File: config.mk
export PLATFORM = sky130hd
export DESIGN_NAME = dest_router
export DESIGN_NICKNAME = d
export VERILOG_FILES = /design/src/rtl/router_pkg.sv /design/src/rtl/route_counter.sv /design/src/rtl/dest_router.sv
export SDC_FILE = /design/constraint.sdc
export NUM_CORES = 1
export LEC_CHECK = 0
export CAP_MARGIN = 20
export CORE_ASPECT_RATIO = 1.4
export CORE_MARGIN = 4
export CORE_UTILIZATION = 40
export CTS_BUF_LIST = sky130_fd_sc_hd__clkbuf_8
export CTS_CLUSTER_DIAMETER = 100
export DETAILED_ROUTE_END_ITERATION = 10
export GPL_TIMING_DRIVEN = 0
export PLACE_DENSITY = 0.79
export SLEW_MARGIN = 25
export SYNTH_ARGS = -nofsm -noshare
export SYNTH_HDL_FRONTEND = slang
export SYNTH_SLANG_ARGS = --single-unit
export TNS_END_PERCENT = 20
File: constraint.sdc
create_clock -name clk -period 3.4 [get_ports clk]
set_input_delay 0.68 -clock clk [delete_from_list [all_inputs] [get_ports clk]]
set_output_delay 0.68 -clock clk [all_outputs]
set_load 0.005 [all_outputs]
File: src/rtl/router_pkg.sv
// Shared constants for the destination router: FSM encoding and word layout.
package router_pkg;

  localparam int RT_WORD_SIZE = 10;
  localparam int RT_DATA_SIZE = 8;
  localparam int RT_DEST_W    = RT_WORD_SIZE - RT_DATA_SIZE;
  localparam int RT_DEST_HI   = RT_WORD_SIZE - 1;
  localparam int RT_DEST_LO   = RT_DATA_SIZE;

  localparam logic [1:0] ST_IDLE  = 2'd0;
  localparam logic [1:0] ST_FETCH = 2'd1;
  localparam logic [1:0] ST_ROUTE = 2'd2;

endpackage

File: src/rtl/route_counter.sv
// Wrapping per-destination routed-word counter.
module route_counter #(
  parameter int CNT_W = 8
) (
  input  logic             clk,
  input  logic             reset,
  input  logic             inc_i,
  output logic [CNT_W-1:0] count_o
);

  logic [CNT_W-1:0] count_q;

  // Wraps modulo 2**CNT_W by plain overflow.
  always_ff @(posedge clk or posedge reset) begin
    if (reset) count_q <= '0;
    else if (inc_i) count_q <= count_q + CNT_W'(1);
  end

  assign count_o = count_q;

endmodule

File: src/rtl/dest_router.sv
// Pops words from the input FIFO and steers each payload to one of NUM_DEST
// destination FIFOs, honouring only the addressed destination's almost_full.
module dest_router
  import router_pkg::*;
#(
  parameter int WORD_SIZE = RT_WORD_SIZE,
  parameter int DATA_SIZE = RT_DATA_SIZE,
  parameter int NUM_DEST  = 4,
  parameter int CNT_W     = 8
) (
  input  logic                      clk,
  input  logic                      reset,
  input  logic                      enable,
  input  logic                      fifo_empty,
  input  logic [WORD_SIZE-1:0]      fifo_data_out,
  output logic                      fifo_rd,
  input  logic [NUM_DEST-1:0]       dest_almost_full,
  output logic [NUM_DEST-1:0]       push_out,
  output logic [DATA_SIZE-1:0]      data_out,
  output logic [NUM_DEST*CNT_W-1:0] words_routed,
  output logic                      idle
);

  localparam int DW = WORD_SIZE - DATA_SIZE;

  logic [1:0]           state_q, state_d;
  logic [WORD_SIZE-1:0] hold_q, hold_d;
  logic [NUM_DEST-1:0]  push_q, push_d;
  logic [DATA_SIZE-1:0] data_q, data_d;
  logic [DW-1:0]        dest;
  logic                 go;
  logic                 route_fire;
  logic                 pop_ok;

  assign dest       = hold_q[WORD_SIZE-1:DATA_SIZE];
  assign go         = ~dest_almost_full[dest];
  assign route_fire = (state_q == ST_ROUTE) && go;
  // Gating with reset keeps the pop strobe quiet while the FSM is held.
  assign pop_ok     = enable & ~fifo_empty & ~reset;
  assign fifo_rd    = pop_ok & ((state_q == ST_IDLE) | route_fire);

  always_comb begin
    state_d = state_q;
    hold_d  = hold_q;
    push_d  = '0;
    data_d  = data_q;
    case (state_q)
      ST_IDLE: begin
        if (fifo_rd) state_d = ST_FETCH;
      end
      ST_FETCH: begin
        hold_d  = fifo_data_out;
        state_d = ST_ROUTE;
      end
      ST_ROUTE: begin
        if (go) begin
          push_d  = NUM_DEST'(1) << dest;
          data_d  = hold_q[DATA_SIZE-1:0];
          state_d = fifo_rd ? ST_FETCH : ST_IDLE;
        end
      end
      default: state_d = ST_IDLE;
    endcase
  end

  always_ff @(posedge clk or posedge reset) begin
    if (reset) begin
      state_q <= ST_IDLE;
      hold_q  <= '0;
      push_q  <= '0;
      data_q  <= '0;
    end else begin
      state_q <= state_d;
      hold_q  <= hold_d;
      push_q  <= push_d;
      data_q  <= data_d;
    end
  end

  for (genvar i = 0; i < NUM_DEST; i++) begin : g_cnt
    route_counter #(.CNT_W(CNT_W)) u_cnt (
      .clk     (clk),
      .reset   (reset),
      .inc_i   (route_fire && (dest == DW'(i))),
      .count_o (words_routed[i*CNT_W +: CNT_W])
    );
  end

  assign push_out = push_q;
  assign data_out = data_q;
  assign idle     = (state_q == ST_IDLE) & fifo_empty;

endmodule
==> impl_metrics.yaml <==
clocking:
  post_cts_buffers: 0
  cts_buffers: 5
  cts_max_level: 2
  root_buffer: "clkbuf_8"
  cts_resized: 0
  hold_buffers: 0
  path_clk_slew_ns: 0.09
  clock_path_buffers: 2
  worstSkewPairLatency_ns: 0.31
  clock_sinks: 56
  cts_tree: "built"
timing:
  drv_slew: 0
  hold_viol_final: 0
  period_share_pct: 94.7
  finClkSkew_ns: 0.0163
  fmax_mhz: 311
  grt_setup_unrepaired: "no"
  tightest_slew_ns: 0.859
  slew_headroom_pct: 42.2
  fin_crit_ns: 3.22
  setup_ws_ns: 0.179
  fin_setup_tns_ns: 0
  setup_viol: 0
synth:
  synth-edff-count: 0
  synthDistinctLibCells: 29
  yosys.area.top_type: "dfrtp_1"
  synth_cells: 179
  ys_warn_count: 0
  synthDominantCellAreaShare_pct: 59.3
  ys_top_cells_by_area: "dfrtp_1 (59%), mux2_2 (10%), xnor2_1 (7.0%), xor2_1 (3.3%), nand2_1 (2.5%)"
  synth.net_count: 201
  syn_area_um2: 2360
  synth_area_per_cell_um2: 13.2
  async_flop_share_pct: 100
  synthFlopType: "dfrtp_1"
  ys_seq_area_share_pct: 59.3
  ys_ff_latch: 56
layout:
  layout_commonest_cell: "clkdlybuf4s50_1"
  design_area_um2: 3220
  stdcell_count: 319
  final_nets: 272
  final_cell_mix: "clkdlybuf4s50_1 (63), dfrtp_1 (56), mux2_2 (22)"
  area_growth_pct: 36.5
  drive_gt1_share_pct: 16.3
  fillers: 476
  diodes: 0
floorplanning:
  fp-row-count: 32
  start_util_pct: 42.1
  die_w_um: 73.0
  core_um2: 5610
  die_area_um2: 7220
  fp.dieH_um: 98.9
  ioPinCount: 64
setup_path:
  cp-start-kind: "input pin"
  crit_type: "input pin to primary output"
  ff2ff_path_depth: 5
  reg2reg_setup_slack_ns: 1.21
  endpoint_kind: "primary output"
  cp.required_ns: 2.72
  cp.arrival_ns: 2.54
  r2r-start: "hold_q[9]"
  r2r-end: "data_out[0]"
  crit_fanout: 3
routing:
  drtIter0Drc: 60
  final_antenna_net_count: 0
  dr.pass1.iters: 6
  num_vias: 1596
  wire_per_inst_um: 14.0
  routed_wl_um: 4460
  drc: 0
  vias_per_cell: 5.00
worst_hold_path:
  min_from: "g_cnt[1].u_cnt.count_o[7]"
  hold_class: "flip-flop to flip-flop"
  hold_end: "g_cnt[1].u_cnt.count_o[7]"
  min_path_cells: 1
place:
  portBuffers: 63
  placed_cell_area_um2: 3110
  routabilityCongestion: 0.762
  dp.cells: 311
  hpwl_um: 3390
  pre_cts_slack_ns: 0.174
pwr:
  ir_worst_vdd_uv: 462
  power.density_nw_per_um2: 595
  fin_total_pwr_mw: 1.92
  p_leak_nw: 1.42
grt:
  grt_pass1_wl_um: 7650
  antenna_found_initial: 0
  track_usage_pct: 13.3
  overflow: 0
  grt_max_degree: 49
  grt_pass1_vias: 1700
run:
  cap_violations: 0
run_status:
  outcome: "complete, no violations"
cell type report:
| type | instances | area, um2 | area share, % |
|---|---|---|---|
| flip-flops and latches | 56 | 1400 | 43.5 |
| multi-input cells | 115 | 913 | 28.3 |
| repair buffers | 64 | 658 | 20.4 |
| well taps | 68 | 85.1 | 2.64 |
| clock buffers | 5 | 68.8 | 2.13 |
| clock inverters | 3 | 47.5 | 1.47 |
| plain buffers | 5 | 36.3 | 1.13 |
| inverters | 3 | 13.8 | 0.427 |
worst max-delay path, cell delays in order:
cell	delay, ns
clkdlybuf4s50_1	0.51
mux2_2	0.18
nor2_1	0.04
or3b_2	0.49
and4b_1	0.20
clkdlybuf4s50_1	0.45
metal layers:
metal | track usage (%) | routed length [um] | vias up
li1 | - | - | 766
met1 | 14.8 | 1770 | 777
met2 | 23.6 | 2330 | 45
met3 | 3.47 | 284 | 8
met4 | 5.40 | 85 | 0
met5 | 0 | 0 | -
flip-flops by register name, summed over array words and instances (netlist names):
name,count
hold_q,10
data_out,8
state_q,2
g_cnt.u_cnt.count_o,32
push_out,4
synthesized netlist by cell type (all sizes together) (4+ instances only):
cell type  number
nand4           8
dfrtp          56
buf             4
xor2            9
nor2            5
mux2           22
nand3           7
ha              4
nor4            4
nand2          16
and3            6
xnor2          19
how the worst max path moves through the flow:
stage / startpoint / to / slack [ns]
2_1_floorplan: dest_almost_full[2] / fifo_rd / 1.21
6_report: dest_almost_full[0] / fifo_rd / 0.18
3_5_place_dp: dest_almost_full[0] / fifo_rd / 0.17
3_3_place_gp: dest_almost_full[0] / fifo_rd / 0.18
5_1_grt: dest_almost_full[0] / fifo_rd / 0.1
4_1_cts: dest_almost_full[0] / fifo_rd / 0.17
stage by stage:
stage	hold WS, ns	utilization (%)
after floorplan	0.465	-
after global placement	0.460	54.9
after detailed placement	0.461	55.4
after CTS	0.476	57.5
after global routing	0.502	57.5
final	0.474	57.5
kinds of logic after synthesis:
logic type	share of synthesized area, %
compound gates	0.900
flops	59.3
buf+inv	2.01
mux	10.5
xor+xnor	10.4
fa+ha+maj	2.12
simple gates	14.8
power by group:
part | leakage (nW) | switching (mW) | internal (mW)
sequential | 0.730 | 0.121 | 0.824
clock | 0.0583 | 0.214 | 0.222
combinational | 0.632 | 0.179 | 0.360
(Power assumes the default switching activity.)
